===== src/rtl/ssr_vote_ctrl.sv =====
// ssr_vote_ctrl: button-armed capture window that majority-votes classifier results and shows the winner on one-hot LEDs.
// Latency: decision_valid/led update NUM_CLASSES cycles after the edge that counts the last vote (or hits the timeout).
// Backpressure: none; result_valid is a strobe, ignored outside COLLECT, and invalid class indices are dropped.
// Ports: clk/rst (sync, active-high), but (raw button), result_valid/result_class (classifier strobe),
//        led (one-hot winner), reject (no decision), decision (held winner), decision_valid (1-cycle pulse),
//        busy (COLLECT or DECIDE).
module ssr_vote_ctrl #(
  parameter int NUM_CLASSES     = 4,
  parameter int VOTES           = 5,
  parameter int MIN_AGREE       = 3,
  parameter int TIMEOUT_CYCLES  = 50_000_000,
  parameter int HOLD_CYCLES     = 100_000_000,
  parameter int DEBOUNCE_CYCLES = 1_000_000
) (
  input  logic                           clk,
  input  logic                           rst,
  input  logic                           but,
  input  logic                           result_valid,
  input  logic [$clog2(NUM_CLASSES)-1:0] result_class,
  output logic [NUM_CLASSES-1:0]         led,
  output logic                           reject,
  output logic [$clog2(NUM_CLASSES)-1:0] decision,
  output logic                           decision_valid,
  output logic                           busy
);

  localparam int CLASS_W = $clog2(NUM_CLASSES);
  localparam int HW      = $clog2(VOTES + 1);
  localparam int TW      = $clog2(TIMEOUT_CYCLES + 1);
  localparam int HLW     = $clog2(HOLD_CYCLES + 1);
  localparam int DW      = $clog2(DEBOUNCE_CYCLES + 1);
  // When NUM_CLASSES is a power of two every encodable index is a real class.
  localparam bit ALL_VALID = ((1 << CLASS_W) == NUM_CLASSES);

  typedef enum logic [1:0] {IDLE, COLLECT, DECIDE, SHOW} state_t;

  // Button synchroniser and debouncer
  logic          sync1_q, sync2_q, stable_q, start_q;
  logic [DW-1:0] db_cnt_q;

  always_ff @(posedge clk) begin
    if (rst) begin
      sync1_q  <= 1'b0;
      sync2_q  <= 1'b0;
      stable_q <= 1'b0;
      start_q  <= 1'b0;
      db_cnt_q <= '0;
    end else begin
      sync1_q <= but;
      sync2_q <= sync1_q;
      start_q <= 1'b0;
      if (sync2_q != stable_q) begin
        if (db_cnt_q == DW'(DEBOUNCE_CYCLES - 1)) begin
          stable_q <= sync2_q;
          db_cnt_q <= '0;
          start_q  <= sync2_q;  // pulse only on the rising stable edge
        end else begin
          db_cnt_q <= db_cnt_q + 1'b1;
        end
      end else begin
        db_cnt_q <= '0;
      end
    end
  end

  // Vote collection, argmax scan and display
  state_t               state_q;
  logic [HW-1:0]        hist_q [NUM_CLASSES];
  logic [HW-1:0]        vote_cnt_q, max_q;
  logic [TW-1:0]        to_cnt_q;
  logic [HLW-1:0]       hold_cnt_q;
  logic [CLASS_W-1:0]   scan_idx_q, win_q, decision_q;
  logic [NUM_CLASSES-1:0] led_q;
  logic                 reject_q, dv_q, busy_q;

  logic                 class_ok, vote_ok;
  logic [HW-1:0]        scan_val, nxt_max;
  logic [CLASS_W-1:0]   nxt_win;

  always_comb begin
    class_ok = ALL_VALID ? 1'b1 : (32'(result_class) < NUM_CLASSES);
    vote_ok  = result_valid && class_ok;
    scan_val = hist_q[scan_idx_q];
    // Strictly greater keeps the earlier (lower) index on ties.
    nxt_max  = (scan_val > max_q) ? scan_val : max_q;
    nxt_win  = (scan_val > max_q) ? scan_idx_q : win_q;
  end

  always_ff @(posedge clk) begin
    if (rst) begin
      state_q    <= IDLE;
      vote_cnt_q <= '0;
      max_q      <= '0;
      to_cnt_q   <= '0;
      hold_cnt_q <= '0;
      scan_idx_q <= '0;
      win_q      <= '0;
      decision_q <= '0;
      led_q      <= '0;
      reject_q   <= 1'b0;
      dv_q       <= 1'b0;
      busy_q     <= 1'b0;
      for (int i = 0; i < NUM_CLASSES; i++) hist_q[i] <= '0;
    end else begin
      dv_q <= 1'b0;
      case (state_q)
        IDLE: begin
          if (start_q) begin
            state_q    <= COLLECT;
            busy_q     <= 1'b1;
            vote_cnt_q <= '0;
            to_cnt_q   <= '0;
            for (int i = 0; i < NUM_CLASSES; i++) hist_q[i] <= '0;
          end
        end
        COLLECT: begin
          if (vote_ok) begin
            hist_q[result_class] <= hist_q[result_class] + 1'b1;
            vote_cnt_q           <= vote_cnt_q + 1'b1;
          end
          if ((vote_ok && vote_cnt_q == HW'(VOTES - 1)) ||
              to_cnt_q == TW'(TIMEOUT_CYCLES - 1)) begin
            state_q    <= DECIDE;
            scan_idx_q <= '0;
            max_q      <= '0;
            win_q      <= '0;
          end else begin
            to_cnt_q <= to_cnt_q + 1'b1;
          end
        end
        DECIDE: begin
          max_q      <= nxt_max;
          win_q      <= nxt_win;
          scan_idx_q <= scan_idx_q + 1'b1;
          if (scan_idx_q == CLASS_W'(NUM_CLASSES - 1)) begin
            if (nxt_max >= HW'(MIN_AGREE)) begin
              decision_q <= nxt_win;
              led_q      <= NUM_CLASSES'(1) << nxt_win;
              reject_q   <= 1'b0;
            end else begin
              led_q    <= '0;
              reject_q <= 1'b1;
            end
            dv_q       <= 1'b1;
            busy_q     <= 1'b0;
            hold_cnt_q <= '0;
            state_q    <= SHOW;
          end
        end
        SHOW: begin
          if (start_q) begin
            // New press restarts the window without waiting out the display.
            led_q      <= '0;
            reject_q   <= 1'b0;
            busy_q     <= 1'b1;
            vote_cnt_q <= '0;
            to_cnt_q   <= '0;
            for (int i = 0; i < NUM_CLASSES; i++) hist_q[i] <= '0;
            state_q    <= COLLECT;
          end else if (hold_cnt_q == HLW'(HOLD_CYCLES - 1)) begin
            led_q    <= '0;
            reject_q <= 1'b0;
            state_q  <= IDLE;
          end else begin
            hold_cnt_q <= hold_cnt_q + 1'b1;
          end
        end
        default: state_q <= IDLE;
      endcase
    end
  end

  assign led            = led_q;
  assign reject         = reject_q;
  assign decision       = decision_q;
  assign decision_valid = dv_q;
  assign busy           = busy_q;

endmodule


===== config.mk =====
export PLATFORM = sky130hd
export DESIGN_NAME = ssr_vote_ctrl
export DESIGN_NICKNAME = d
export VERILOG_FILES = /design/src/rtl/ssr_vote_ctrl.sv
export SDC_FILE = /design/constraint.sdc
export NUM_CORES = 1
export LEC_CHECK = 0
export CELL_PAD_IN_SITES_DETAIL_PLACEMENT = 0
export CELL_PAD_IN_SITES_GLOBAL_PLACEMENT = 1
export CORE_AREA = 2 2 134 104
export CTS_CLUSTER_DIAMETER = 30
export DETAILED_ROUTE_END_ITERATION = 10
export DIE_AREA = 0 0 136 106
export GPL_TIMING_DRIVEN = 0
export HOLD_SLACK_MARGIN = 0.06
export PLACE_DENSITY = 0.71
export SETUP_SLACK_MARGIN = 0.5
export SLEW_MARGIN = 10
export SYNTH_ARGS = -nofsm -noshare
export SYNTH_HDL_FRONTEND = slang
export SYNTH_SLANG_ARGS = --single-unit
export TNS_END_PERCENT = 5

===== constraint.sdc =====
create_clock -name clk -period 3.61 [get_ports clk]
set_clock_uncertainty 0.2 [all_clocks]
set_input_delay 0.5415 -clock clk [delete_from_list [all_inputs] [get_ports clk]]
set_output_delay 0.5415 -clock clk [all_outputs]
set_load 0.02 [all_outputs]

==> results of run 1 <==
==> routing by layer <==
metal  global-route usage, %  share of wire (%)  vias up
met5                       0                  0        -
met4                    5.13                1.1        0
met3                    5.63                4.8       13
met2                    30.4                 43      122
met1                    30.1                 51     2420
li1                        -                  -     2504
==> worst max-delay path: stages, from the launching register on <==
cell      delay (ns)
dfxtp_1         0.41
mux4_2          0.57
ha_1            0.33
nand3b_1        0.14
a21oi_2         0.36
mux2_2          0.44
or3_1           0.32
o211a_1         0.13
==> power by group through the flow <==
stage          clock (mW)  sequential (mW)  combinational [mW]
2_1_floorplan           0             1.29              0.0440
3_3_place_gp            0             1.29              0.0684
3_5_place_dp            0             1.29              0.0696
4_1_cts              1.07             1.26              0.0704
5_1_grt              1.13             1.26              0.0774
6_report             1.04             1.26              0.0704
==> how the worst min path moves through the flow <==
stage | to | slack (ns) | depth (start not counted)
final | sync2_q$_SDFF_PP0_ | 0.24 | 1
after detailed placement | sync2_q$_SDFF_PP0_ | 0.23 | 1
after CTS | sync2_q$_SDFF_PP0_ | 0.25 | 1
after global routing | sync2_q$_SDFF_PP0_ | 0.27 | 1
after floorplan | sync2_q$_SDFF_PP0_ | 0.21 | 1
after global placement | sync2_q$_SDFF_PP0_ | 0.22 | 1
==> area by class of cell <==
class	count	area (µm²)
Clock buffer	12	256
Inverter	27	101
Tap cell	175	219
Timing Repair Buffer	13	130
Fill cell	1286	6810
Sequential cell	112	2360
Multi-Input combinational cell	489	3170
Clock inverter	4	51.3
Buffer	32	145
==> cell families after synthesis <==
logic type      share of synthesized area [%]
compound gates                           15.4
xor+xnor                                 3.49
fa+ha+maj                                3.25
buf+inv                                  4.27
flops                                    40.9
mux                                      4.99
simple gates                             27.6
==> sequential cells by signal, summed over array words and instances, names as in the netlist, 2 cells and up, named ones only <==
signal / count
win_q: 2
hold_cnt_q: 27
hist_q: 12
vote_cnt_q: 3
max_q: 3
scan_idx_q: 2
decision: 2
state_q: 2
to_cnt_q: 26
led: 4
db_cnt_q: 20
==> repair_timing <==
| item | CTS | global route |
|---|---|---|
| endpoints found under the setup margin | 3 | 19 |
| endpoints found under the hold margin | 0 | 0 |
| resized for setup | 1 | 1 |
==> per-stage QoR <==
step                hold WS (ns)  setup slack, ns  total power [mW]  cells  util (%)
floorplan                  0.214            0.709              1.34    660         -
global placement           0.222            0.474              1.36    848      46.2
detailed placement         0.230            0.405              1.36    848      46.2
CTS                        0.247            0.531              2.41    864      48.6
global route               0.266            0.438              2.48    864      48.6
finish                     0.239            0.604              2.38    864      48.6
==> cells in the final DEF (no fill, tap or decap), types with 20 or more instances in the layout <==
master	count
dfxtp_1	100
nand3_1	34
inv_1	26
or4_1	21
nor4_1	20
nor2_1	67
o31ai_1	27
a21oi_1	53
nand2_1	43
==> impl_metrics.env, run 1 <==
export IMPL_hold_path_class="register to register"
export IMPL_drtPass1Iterations=5
export IMPL_clk_latency_ns=0.36
export IMPL_hold_viol_final=0
export IMPL_hp_start="sync1_q$_SDFF_PP0_"
export IMPL_synthTopCellsByCount="dfxtp_1, nor2_1, a21oi_1"
export IMPL_gr_total_overflow=0
export IMPL_r2r_cells=7
export IMPL_reg2reg_to="decision[1]$_SDFFE_PP0P_"
export IMPL_worst_slew_pin_slew_ns=1.01
export IMPL_synth_most_common_cell="dfxtp_1"
export IMPL_via_per_inst=5.86
export IMPL_synthTopCellsByArea="dfxtp_1, edfxtp_1, a21oi_1"
export IMPL_clkPwrFrac_pct=43.9
export IMPL_layout_min_cycle_time_ns=3.01
export IMPL_grt_pass1_wl_mm=23.7
export IMPL_p_leak_nw=2.03
export IMPL_drv_cap=0
export IMPL_hold_buffers=0
export IMPL_clockRootBuffer="clkbuf_16"
export IMPL_ios=15
export IMPL_required_ns=3.67
export IMPL_die_y_um=106
export IMPL_gr_usage_all_layers_pct=20.7
export IMPL_wl_per_cell_um=16.7
export IMPL_drive_above_1_share_pct=6.68
export IMPL_synth_avg_cell_area_um2=8.74
export IMPL_p_seq_share_pct=53.2
export IMPL_grt_start_max_net_pins=18
export IMPL_numCtsBuffers=9
export IMPL_finalCritPeriodShare_pct=83.3
export IMPL_async_flop_share_pct=0
export IMPL_grt_setup_unrepaired="true"
export IMPL_clockBufferDepth=2
export IMPL_crit_fanout=8
export IMPL_intPower_mw=1.86
export IMPL_place_gp_congestion=0.836
export IMPL_rows=37
export IMPL_hpwl_mm=10.3
export IMPL_fmax_ghz=0.333
export IMPL_endpoint_kind="register"
export IMPL_worst_setup_path_type="register to register"
export IMPL_cts_sinks=112
export IMPL_ir_worst_vdd_mv=0.293
export IMPL_status="completed"
export IMPL_drt_iter0_drc=343
export IMPL_synth_cells=660
export IMPL_syn_area_um2=5770
export IMPL_place_area_um2=6120
export IMPL_finalSetupViolCount=0
export IMPL_endpoint="decision[1]$_SDFFE_PP0P_"
export IMPL_nets=705
export IMPL_ant_nets=0
export IMPL_wl_mm=14.4
export IMPL_r2r_slack_ns=0.60
export IMPL_ys_dominant_reg_cell="dfxtp_1"
export IMPL_yosys_area_top_type="dfxtp_1"
export IMPL_yosys_warnings=0
export IMPL_synth_top_area_share_pct=34.7
export IMPL_cts_tree="built"
export IMPL_ys_ff_latch=112
export IMPL_syn_nets=681
export IMPL_syn_to_final_growth_pct=11.5
export IMPL_num_vias=5059
export IMPL_drc=0
export IMPL_core_area_um2=13200
export IMPL_crit_path_start_kind="register"
export IMPL_die_x_um=136
export IMPL_power_share_switching_pct=21.8
export IMPL_combPwrFrac_pct=3.0
export IMPL_synth_edf_count=12
export IMPL_cts_max_level=3
export IMPL_yosysSeqAreaShare_pct=40.9
export IMPL_start_util_pct=43.6
export IMPL_cts_clk_slew_worst_paths_ns=0.07
export IMPL_numPortBuffers=13
export IMPL_power_density_nw_per_um2=370
export IMPL_switchingPower_mw=0.517
export IMPL_synth_distinct_cells=57
export IMPL_grt_pass1_vias=4638
export IMPL_die_area_um2=14400
export IMPL_cts_setup_buffers=0
export IMPL_maxSlewHeadroom_pct=31.9
export IMPL_antenna_found_initial=0
export IMPL_cp_arrival_ns=3.07
export IMPL_fin_area_um2=6430
export IMPL_antenna_cells=0
export IMPL_finalMaxSlewViolations=0
export IMPL_setup_tns_ns=0
Power figures use the tool's default switching activity.
==> inputs of run 2 (changes only) <==
Clock period 3.61 ns to 3.03 ns, I/O delays scaled along.
==> run 2 against run 1 <==
First-iteration DRC count decreased by 1.2%; worst hold slack improved by 0.023 ns; final cell count increased by 1.7%; power increased by 21%; core utilization increased by 2.6 points; critical path depth unchanged; die area unchanged; flip-flop and latch count unchanged; wire length increased by 3.4%; fmax increased by 6.3%; register-to-register slack got worse by 0.40 ns; critical path type unchanged.
==> impl_metrics.env, run 2 (synthesized netlist as in run 1, its figures left out) <==
export IMPL_antenna_cells=0
export IMPL_place_gp_congestion=0.808
export IMPL_clockRootBuffer="clkbuf_16"
export IMPL_r2r_slack_ns=0.20
export IMPL_required_ns=3.09
export IMPL_crit_fanout=6
export IMPL_antenna_found_initial=0
export IMPL_cts_sinks=112
export IMPL_final_cell_mix="dfxtp_1, nor2_1, a21oi_1, nand2_1, nand3_1"
export IMPL_die_x_um=136
export IMPL_power_share_switching_pct=23.4
export IMPL_p_seq_share_pct=52.5
export IMPL_syn_to_final_growth_pct=17.4
export IMPL_seq_area_um2=2370
export IMPL_grt_pass1_vias=4815
export IMPL_hold_viol_final=0
export IMPL_cts_tree="built"
export IMPL_layout_min_cycle_time_ns=2.83
export IMPL_wl_mm=14.9
export IMPL_finalCritPeriodShare_pct=93.4
export IMPL_drive_above_1_share_pct=13.2
export IMPL_crit_path_start_kind="register"
export IMPL_finalSetupViolCount=0
export IMPL_numCtsBuffers=9
export IMPL_die_area_um2=14400
export IMPL_grt_start_max_net_pins=21
export IMPL_drtPass1Iterations=5
export IMPL_mostFrequentLayoutCell="dfxtp_1"
export IMPL_die_y_um=106
export IMPL_multi_input_area_um2=3350
export IMPL_num_vias=5141
export IMPL_fillCellCount=1266
export IMPL_start_util_pct=43.6
export IMPL_grt_setup_unrepaired="true"
export IMPL_cts_clk_slew_worst_paths_ns=0.08
export IMPL_wl_per_cell_um=16.9
export IMPL_clk_latency_ns=0.37
export IMPL_clockBufferDepth=2
export IMPL_drc=0
export IMPL_intPower_mw=2.19
export IMPL_grt_pass1_wl_mm=24.3
export IMPL_worst_hold_slack_ns=0.261
export IMPL_hpwl_mm=10.3
export IMPL_maxSlewHeadroom_pct=48.4
export IMPL_p_leak_nw=2.19
export IMPL_gr_usage_all_layers_pct=21.1
export IMPL_combPwrFrac_pct=3.3
export IMPL_gr_total_overflow=0
export IMPL_ios=15
export IMPL_place_area_um2=6140
export IMPL_largest_reg_flops=27
export IMPL_numPortBuffers=13
export IMPL_nets=720
export IMPL_finalMaxSlewViolations=0
export IMPL_status="completed"
export IMPL_top_regs="hold_cnt_q: 27 flops, to_cnt_q: 26 flops, db_cnt_q: 20 flops"
export IMPL_largest_register="hold_cnt_q"
export IMPL_via_per_inst=5.85
export IMPL_fmax_ghz=0.354
export IMPL_clkPwrFrac_pct=44.1
export IMPL_ant_nets=0
export IMPL_drv_cap=0
export IMPL_endpoint_kind="register"
export IMPL_cts_max_level=3
export IMPL_ir_worst_vdd_mv=0.271
export IMPL_worst_setup_path_type="register to register"
export IMPL_drt_iter0_drc=339
export IMPL_worst_slew_pin_slew_ns=0.774
export IMPL_power_density_nw_per_um2=423
export IMPL_fin_area_um2=6770
export IMPL_switchingPower_mw=0.672
export IMPL_rows=37
export IMPL_hold_path_class="register to register"
export IMPL_cp_arrival_ns=2.89
export IMPL_core_area_um2=13200
## run 2: changes by cell type in the layout (fill, tap and decap cells not counted), sizes merged
cell	change
buf	+13
inv	+3
clkbuf	-1
## run 2: per-layer routing
metal	GRT usage, %	wire, µm	vias up	share of wire, %
met1	29.8	7470	2506	50
li1	-	-	2535	-
met2	32.4	6690	84	45
met5	0	0	-	0
met3	4.58	533	16	3.6
met4	5.73	198	0	1.3
## run 2: final cells by class
class | count | area share [%]
well taps | 175 | 3.23
plain buffers | 32 | 2.64
flip-flops and latches | 112 | 35.0
clock buffers | 9 | 3.33
repair buffers | 28 | 3.58
multi-input cells | 489 | 49.5
clock inverters | 7 | 1.24
inverters | 27 | 1.50
## run 2: what timing repair did
| item | CTS | global route |
|---|---|---|
| hold endpoints to repair | 0 | 0 |
| hold buffers | 0 | 0 |
| endpoints found under the setup margin | 103 | 98 |
| pin swaps | 5 | 5 |
| setup buffers | 10 | 5 |
| resized for setup | 28 | 23 |
## run 2: power by group through the flow
stage | Clock (mW) | Sequential [mW] | Combinational (mW)
3_5_place_dp | 0 | 1.54 | 0.0855
2_1_floorplan | 0 | 1.54 | 0.0552
4_1_cts | 1.29 | 1.51 | 0.0909
5_1_grt | 1.34 | 1.51 | 0.105
3_3_place_gp | 0 | 1.54 | 0.0849
6_report | 1.27 | 1.51 | 0.0959
## run 2: path summary, 6_finish.rpt
check,startpoint,to,depth (start not counted)
max,hist_q[3][1]$_SDFFCE_PN0P_,decision[1]$_SDFFE_PP0P_,7
min,sync1_q$_SDFF_PP0_,sync2_q$_SDFF_PP0_,1
max reg2reg,hist_q[3][1]$_SDFFCE_PN0P_,decision[1]$_SDFFE_PP0P_,7
min reg2reg,sync1_q$_SDFF_PP0_,sync2_q$_SDFF_PP0_,1
## run 2: worst max-delay path: stages, from the launching register on
cell and delay (ns):
edfxtp_1 0.41, mux4_2 0.55, ha_4 0.30, nand3b_1 0.17
a21oi_4 0.26, mux2_4 0.36, or3_1 0.35, o211a_1 0.12
## run 2: through the flow
stage / utilization (%) / power, mW / TNS, ns / std cells / worst slack (ns)
final: 51.2 / 2.87 / 0 / 879 / 0.201
after global routing: 51.2 / 2.95 / 0 / 879 / 0.103
after CTS: 50.2 / 2.89 / 0 / 874 / 0.199
after detailed placement: 46.4 / 1.63 / -0.0433 / 848 / -0.00986
after global placement: 46.4 / 1.63 / -0.323 / 848 / -0.0451
after floorplan: - / 1.59 / 0 / 660 / 0.409
